**src/rtl/mat_mem_pkg.sv**
```systemverilog
// Shared definitions for the matrix memory, its port controller and the multiplier.
package mat_mem_pkg;

  // Default matrix geometry shared by the memory, controller and multiplier
  localparam int unsigned MAT_ROW    = 2;
  localparam int unsigned MAT_COLUMN = 2;
  localparam int unsigned MAT_SIZE   = 8;

  // Memory address bus width
  localparam int unsigned MEM_AW = 32;

  // Port controller state encoding
  typedef enum logic [1:0] {
    IDLE   = 2'd0,
    LOAD   = 2'd1,
    RD_REQ = 2'd2,
    OUT    = 2'd3
  } port_state_t;

endpackage

```
**src/rtl/mat_mem_port_ctrl.sv**
```systemverilog
// Streams N elements into the matrix memory row-major, then reads them back
// out onto a valid/ready stream with a read strobe that toggles every element.
module mat_mem_port_ctrl
  import mat_mem_pkg::*;
#(
  parameter int unsigned ROW    = MAT_ROW,
  parameter int unsigned COLUMN = MAT_COLUMN,
  parameter int unsigned SIZE   = MAT_SIZE
) (
  input  logic              clk,
  input  logic              rst,
  input  logic              load_start,
  input  logic              dump_start,
  output logic              busy,
  input  logic              in_valid,
  input  logic [SIZE-1:0]   in_data,
  output logic              in_ready,
  output logic              out_valid,
  output logic [SIZE-1:0]   out_data,
  output logic              out_last,
  input  logic              out_ready,
  output logic              mem_write,
  output logic [MEM_AW-1:0] mem_write_address,
  output logic [SIZE-1:0]   mem_write_value,
  output logic              mem_read,
  output logic [MEM_AW-1:0] mem_read_address,
  input  logic [SIZE-1:0]   mem_data
);

  localparam int unsigned N  = ROW * COLUMN;
  localparam int unsigned IW = (N > 1) ? $clog2(N) : 1;
  localparam logic [IW-1:0] LAST = IW'(N - 1);

  port_state_t state, state_n;
  logic [IW-1:0]     idx, idx_n;
  logic              busy_n, in_ready_n, out_valid_n, out_last_n;
  logic              mem_write_n, mem_read_n;
  logic [SIZE-1:0]   out_data_n, mem_write_value_n;
  logic [MEM_AW-1:0] mem_write_address_n, mem_read_address_n;

  // State, index and registered outputs
  always_ff @(posedge clk) begin
    if (rst) begin
      state             <= IDLE;
      idx               <= '0;
      busy              <= 1'b0;
      in_ready          <= 1'b0;
      out_valid         <= 1'b0;
      out_data          <= '0;
      out_last          <= 1'b0;
      mem_write         <= 1'b0;
      mem_write_address <= '0;
      mem_write_value   <= '0;
      mem_read          <= 1'b0;
      mem_read_address  <= '0;
    end else begin
      state             <= state_n;
      idx               <= idx_n;
      busy              <= busy_n;
      in_ready          <= in_ready_n;
      out_valid         <= out_valid_n;
      out_data          <= out_data_n;
      out_last          <= out_last_n;
      mem_write         <= mem_write_n;
      mem_write_address <= mem_write_address_n;
      mem_write_value   <= mem_write_value_n;
      mem_read          <= mem_read_n;
      mem_read_address  <= mem_read_address_n;
    end
  end

  // Next state, index and output values; flags follow the state being entered
  always_comb begin
    state_n             = state;
    idx_n               = idx;
    mem_write_n         = 1'b0;
    mem_write_address_n = mem_write_address;
    mem_write_value_n   = mem_write_value;
    mem_read_address_n  = mem_read_address;
    out_data_n          = out_data;

    unique case (state)
      IDLE: begin
        if (load_start) begin
          state_n = LOAD;
          idx_n   = '0;
        end else if (dump_start) begin
          state_n = RD_REQ;
          idx_n   = '0;
        end
      end
      LOAD: begin
        if (in_valid && in_ready) begin
          mem_write_n         = 1'b1;
          mem_write_address_n = MEM_AW'(idx);
          mem_write_value_n   = in_data;
          if (idx == LAST) state_n = IDLE;
          else             idx_n   = idx + IW'(1);
        end
      end
      RD_REQ: begin
        out_data_n = mem_data;
        state_n    = OUT;
      end
      OUT: begin
        if (out_valid && out_ready) begin
          if (idx == LAST) begin
            state_n = IDLE;
          end else begin
            idx_n   = idx + IW'(1);
            state_n = RD_REQ;
          end
        end
      end
      default: state_n = IDLE;
    endcase

    busy_n      = (state_n != IDLE);
    in_ready_n  = (state_n == LOAD);
    out_valid_n = (state_n == OUT);
    out_last_n  = (state_n == OUT) && (idx_n == LAST);
    mem_read_n  = (state_n == RD_REQ);
    if (state_n == RD_REQ) mem_read_address_n = MEM_AW'(idx_n);
  end

endmodule

```
**config.mk**
```make
export PLATFORM = sky130hd
export DESIGN_NAME = mat_mem_port_ctrl
export DESIGN_NICKNAME = d
export VERILOG_FILES = /design/src/rtl/mat_mem_pkg.sv /design/src/rtl/mat_mem_port_ctrl.sv
export SDC_FILE = /design/constraint.sdc
export NUM_CORES = 1
export LEC_CHECK = 0
export CAP_MARGIN = 10
export CORE_MARGIN = 2
export CORE_UTILIZATION = 35
export DETAILED_ROUTE_END_ITERATION = 12
export PLACE_DENSITY = 0.79
export SLEW_MARGIN = 0
export SYNTH_ARGS = -nofsm -noshare
export SYNTH_HDL_FRONTEND = slang
export SYNTH_SLANG_ARGS = --single-unit
export TNS_END_PERCENT = 100
```
**constraint.sdc**
```tcl
create_clock -name clk -period 1.45 [get_ports clk]
set_input_delay 0.29 -clock clk [delete_from_list [all_inputs] [get_ports clk]]
set_output_delay 0.29 -clock clk [all_outputs]
set_load 0.02 [all_outputs]
```
==> results of run 1 <==
==> cell type report <==
cell class	instances	area [um2]
inverters	2	7.507
flip-flops and latches	30	603.1
well taps	52	65.06
clock inverters	1	5.005
repair buffers	56	505.5
fillers	444	2381
clock buffers	7	86.33
multi-input cells	141	730.7
==> where the power goes <==
| part | internal (mW) | total (mW) | switching [mW] |
|---|---|---|---|
| clock network | 0.382 | 0.678 | 0.296 |
| registers | 0.854 | 0.879 | 0.0256 |
| logic | 0.128 | 0.376 | 0.248 |
| total | 1.36 | 1.93 | 0.570 |
==> cell usage in the layout (no fill, tap or decap) <==
cell / count
a21boi_0: 1
a21oi_1: 13
a21oi_2: 1
a22oi_1: 1
a311oi_1: 1
and3_1: 1
buf_4: 9
clkbuf_1: 1
clkbuf_8: 6
clkdlybuf4s50_1: 21
clkinv_2: 1
conb_1: 60
dfxtp_1: 28
dfxtp_2: 2
dlygate4sd2_1: 26
inv_1: 2
mux2i_1: 8
nand2_1: 23
nand2b_1: 1
nand3b_1: 3
nand4_2: 1
nand4b_4: 1
nor2_1: 13
nor2b_1: 1
nor3_1: 1
nor3_2: 1
nor3b_1: 1
nor3b_2: 1
o211ai_4: 1
o21a_1: 1
o21bai_1: 2
o22a_2: 1
o22ai_1: 1
o2bb2ai_1: 1
or3_4: 1
==> per-layer routing <==
metal  GRT usage (%)  vias to the layer above
met5               0                        -
met4           3.145                        0
met3           5.767                        2
met2           19.65                       62
met1           12.94                      531
li1                -                      576
==> metrics by stage <==
step	setup TNS [ps]	power (mW)
after floorplan	0	1.271
after global placement	-1522	1.281
after detailed placement	-1953	1.286
after CTS	0	1.972
after global routing	0	2.042
final	0	1.934
==> worst paths after layout <==
check / start / endpoint / depth (start not counted)
worst min-delay path: mem_write_value[0] / mem_write_value[0] / 2
worst min register to register: mem_write_value[0] / mem_write_value[0] / 2
worst max register to register: state[1] / mem_read_address[1] / 4
worst max-delay path: out_ready / out_last / 5
==> what timing repair did <==
item | in CTS | in global routing
endpoints found under the setup margin | 26 | 12
resized for setup | 26 | 4
pin swaps | 0 | 1
==> Yosys cell counts <==
cell,n
o211ai_4,1
buf_6,1
nor2b_1,1
a21boi_0,1
nand4_2,1
nor3_2,1
nand3b_1,3
a21oi_2,1
nand4b_4,1
buf_1,1
conb_1,1
inv_1,2
a21oi_1,13
nor2_1,13
o2bb2ai_1,1
nand2_1,23
mux2i_1,8
nor3_1,1
a311oi_1,1
nor3b_1,2
and3_1,1
clkbuf_1,3
o21a_1,1
buf_4,60
a22oi_1,1
buf_2,1
or3_4,1
o22a_1,1
o22ai_1,1
nand2b_1,1
dfxtp_1,30
o21bai_1,2
==> flip-flops by register name, summed over array words and instances, names as in the netlist <==
signal / flops
idx: 2
busy: 1
out_data: 8
out_last: 1
mem_read: 1
state: 2
out_valid: 1
in_ready: 1
mem_write_address: 2
mem_read_address: 2
mem_write: 1
mem_write_value: 8
==> worst reg2reg max path: cells and delay by family (launching register included) <==
kind,cells,cell delay (ps)
and+or+nand+nor,1,410
AOI/OAI and AO/OA,3,440
DFF,1,380
==> cell families after synthesis <==
| kind of cell | Yosys count |
|---|---|
| other | 1 |
| AO/OA/AOI/OAI | 24 |
| flip-flops | 30 |
| multiplexers | 8 |
| AND/OR/NAND/NOR | 49 |
| buffers and inverters | 68 |
==> results.json, run 1 <==
{
  "hold_ws_ps": 448.7,
  "arrival_ps": 1520,
  "hp-class": "flop to flop",
  "period_share_pct": 94.05,
  "final_cells": 289,
  "yosys.area_share.simple_pct": 15.95,
  "cp.required_ps": 1610,
  "fin_nets": 258,
  "wl_met3_um": 290,
  "highest_layer": "met4",
  "cts_hold_buf": 0,
  "drc_errors": 0,
  "place_inst": 281,
  "ios": 108,
  "cp_cell_sequence": "clkdlybuf4s50_1, nand4_2, o22ai_1, nor3_2, nor3b_1",
  "ant_nets": 0,
  "endpoint_kind": "flop",
  "portBuffers": 47,
  "antenna_found_initial": 0,
  "cap_violations": 0,
  "cts.htree.levels": 2,
  "synth_warnings": 0,
  "synth_top_area_share_pct": 37.71,
  "crit_buf_inv": 1,
  "crit_family": "buffers and inverters",
  "clockBufferDepth": 2,
  "vias_per_cell": 4.052,
  "overflow": 0,
  "start_util_pct": 36.33,
  "first_pass_iters": 5,
  "yosys-top-cells-area": "dfxtp_1 (38%), buf_4 (28%), nand2_1 (5.4%)",
  "grt_setup_unrepaired": "false",
  "hpwl_um": 2231,
  "skew_ps": 9.188,
  "crit_slowest_cell": "clkdlybuf4s50_1",
  "grt.total_usage_pct": 11.61,
  "synth_area_um2": 1593,
  "cpPeakStageDelay_ps": 490,
  "grt_pass1_wl_um": 4595,
  "status": "complete, no violations",
  "start_kind": "input pin",
  "met2_length_um": 1510,
  "finalHoldViolCount": 0,
  "vias": 1171,
  "antenna_cells": 0,
  "synthAdderAreaFrac_pct": 0,
  "cts_tree": "yes",
  "die_area_um2": 5107,
  "cts.sinks": 30,
  "synth_compound_area_share_pct": 10.37,
  "drive_above_1_share_pct": 10.97,
  "drv_slew": 0,
  "synth_top_family_by_area": "buffers and inverters",
  "die_h_um": 71.46,
  "insertion_delay_ps": 280,
  "synth.area.mux_share_pct": 5.027,
  "crit_type": "input pin to flop",
  "area_delta_synth_final_pct": 25.77,
  "synth_cells": 180,
  "cts_made_buffers": 5,
  "synth_xor_area_share_pct": 0,
  "core-area_um2": 4384,
  "synth-seq-cells": 30,
  "timing.final.ws_setup_ps": 86.28,
  "drt-total-wl_um": 2975,
  "die-width_um": 71.46,
  "crit_fanout": 4,
  "grt_pass1_vias": 993,
  "rrSetupSlack_ps": 130,
  "synth.distinct_cells": 32,
  "path_clk_slew_ps": 70,
  "avgSynthCellArea_um2": 8.849,
  "synth.largest_area_cell": "dfxtp_1",
  "min_period_ps": 1364,
  "globalplace.congestion": 0.8298,
  "irDropWorstVdd_uv": 453.0,
  "postLayoutCellArea_um2": 2003,
  "grt_max_degree": 16,
  "finalSetupViolations": 0,
  "power_density_nw_per_um2": 965.3,
  "place_area_um2": 1936,
  "pre_cts_ws_ps": -265.1,
  "dr.first_iter.drc_count": 45,
  "fin_util_pct": 45.69,
  "post_cts_buffers": 0,
  "clockRootBuffer": "clkbuf_8",
  "ys_seq_area_share_pct": 37.71,
  "wl_per_cell_um": 10.29,
  "clock.fmax_mhz": 733.3,
  "wl_met1_um": 1159,
  "rows": 24,
  "p_leak_nw": 1.045
}
(Power assumes the default switching activity.)
==> inputs of run 2 (changes only) <==
CAP_MARGIN = 20   (was 10)
==> results of run 2 <==
No change in the layout: final DEF, timing and power equal those of run 1.
==> inputs of run 3 (changes only) <==
CORE_UTILIZATION = 32   (was 35)
HOLD_SLACK_MARGIN = 0.03   (was unset)
PLACE_DENSITY = 0.77   (was 0.79)
clock period = 1.1 ns   (was 1.45 ns; I/O delays follow)
==> results.json, run 3 (synthesized netlist as in run 1, its figures left out) <==
{
  "timing.final.ws_setup_ps": -218.6,
  "overflow": 0,
  "start_kind": "flop",
  "switchingPower_mw": 0.8247,
  "hp-class": "flop to flop",
  "vias": 1256,
  "die-width_um": 74.55,
  "vias_per_cell": 4.000,
  "rows": 25,
  "cts.sinks": 30,
  "dr.first_iter.drc_count": 56,
  "antenna_found_initial": 0,
  "drv_slew": 0,
  "crit_type": "flop to flop",
  "first_pass_iters": 4,
  "cp_cell_sequence": "buf_6, or3_4, o211ai_4, a21oi_2, a311oi_2",
  "path_clk_slew_ps": 70,
  "p_leak_nw": 1.073,
  "period_share_pct": 119.9,
  "combPwrFrac_pct": 18.2,
  "min_period_ps": 1319,
  "clock.fmax_mhz": 758.4,
  "cts.htree.levels": 2,
  "finalSetupViolations": 29,
  "globalplace.congestion": 0.8285,
  "portBuffers": 47,
  "crit_family": "compound AO/OA/AOI/OAI gates",
  "arrival_ps": 1510,
  "die_area_um2": 5558,
  "crit_slowest_cell": "dfxtp_2",
  "insertion_delay_ps": 280,
  "p_int_mw": 2.298,
  "skew_ps": 3.818,
  "fin_nets": 268,
  "cts_tree": "yes",
  "ios": 108,
  "grt_max_degree": 20,
  "finalHoldViolCount": 0,
  "postLayoutCellArea_um2": 2197,
  "clockBufferDepth": 2,
  "cp.required_ps": 1290,
  "place_area_um2": 2043,
  "grt_setup_unrepaired": "true",
  "antenna_cells": 0,
  "start_util_pct": 33.50,
  "hpwl_um": 2465,
  "seqPwrFrac_pct": 37.1,
  "irDropWorstVdd_uv": 644.5,
  "cts_made_buffers": 5,
  "grt.total_usage_pct": 11.78,
  "area_delta_synth_final_pct": 37.94,
  "crit_buf_inv": 1,
  "cap_violations": 0,
  "core-area_um2": 4755,
  "grt_pass1_vias": 1085,
  "violations": "negative setup slack",
  "drc_errors": 0,
  "power_density_nw_per_um2": 1421,
  "grt_pass1_wl_um": 4974,
  "cpPeakStageDelay_ps": 340,
  "wl_per_cell_um": 10.85,
  "reg.largest.list": "mem_write_value (8), out_data (8)",
  "drive_above_1_share_pct": 32.79,
  "clockRootBuffer": "clkbuf_8",
  "final_cell_mix": "conb_1 (60), dfxtp_1 (26), buf_2 (24)",
  "cts_hold_buf": 0,
  "layout_commonest_cell": "conb_1",
  "tns_ps": -2802,
  "endpoint_kind": "flop",
  "swShare_pct": 26.41,
  "pre_cts_ws_ps": -560.9,
  "crit_fanout": 7,
  "ant_nets": 0,
  "status": "complete, but fails checks",
  "die_h_um": 74.55,
  "drt-total-wl_um": 3406,
  "p_clk_share_pct": 44.7
}
## run 3: cell types whose count changed in the layout (fill, tap and decap cells not counted), moves of 2 or more
cell | previous run | this run
dlygate4sd2_1 | 26 | 1
buf_2 | 0 | 24
a21oi_1 | 13 | 6
buf_4 | 9 | 16
a21oi_2 | 1 | 7
buf_12 | 0 | 2
bufinv_16 | 0 | 2
clkdlybuf4s15_2 | 0 | 2
clkdlybuf4s50_1 | 21 | 19
dfxtp_1 | 28 | 26
## run 3: power by group through the flow
stage | clock, mW | combinational, mW | sequential, mW
finish | 1.40 | 0.569 | 1.16
global route | 1.48 | 0.617 | 1.16
CTS | 1.44 | 0.549 | 1.16
detailed placement | 0 | 0.546 | 1.18
global placement | 0 | 0.541 | 1.18
floorplan | 0 | 0.463 | 1.21
## run 3: per-stage QoR
step | total power, mW | instances | hold slack [ps] | utilization [%]
4_1_cts | 3.142 | 314 | 457.1 | 45.26
2_1_floorplan | 1.676 | 239 | 356.0 | -
3_5_place_dp | 1.726 | 304 | 446.8 | 42.97
5_1_grt | 3.258 | 314 | 490.2 | 46.21
6_report | 3.122 | 314 | 459.4 | 46.21
3_3_place_gp | 1.718 | 304 | 442.0 | 42.97
## run 3: path summary, 6_finish.rpt
kind / from / to / slack (ps) / depth (start not counted)
hold / removal: mem_write_address[0] / mem_write_address[0] / 460 / 2
setup reg to reg: state[1] / mem_read_address[1] / -220 / 5
setup / recovery: state[1] / mem_read_address[1] / -220 / 5
hold reg to reg: mem_write_address[0] / mem_write_address[0] / 460 / 2
## run 3: timing repair
item,in CTS,in global routing
gates resized for setup,113,17
buffers inserted,2,0
setup endpoints to repair,55,32
pin swaps,7,2
gates cloned,0,0
## run 3: per-layer routing
metal / up-vias / GRT usage (%) / wire, um
met2: 63 / 21.14 / 1796
met4: 0 / 4.762 / 48
li1: 597 / - / -
met5: - / 0 / 0
met3: 7 / 3.388 / 290
met1: 589 / 13.00 / 1271
## run 3: final cells by class
type                    count  area, um2
fillers                   492       2557
multi-input cells         141      829.5
flip-flops and latches     30      608.1
repair buffers             66      525.5
well taps                  67      83.83
clock buffers               6      82.58
clock inverters             2      60.06
inverters                   2      7.507
## run 3: worst min-delay path, cell delays in order (launching register included)
cell and delay, ps:
dfxtp_1 310, nand2_1 50, a21oi_1 50
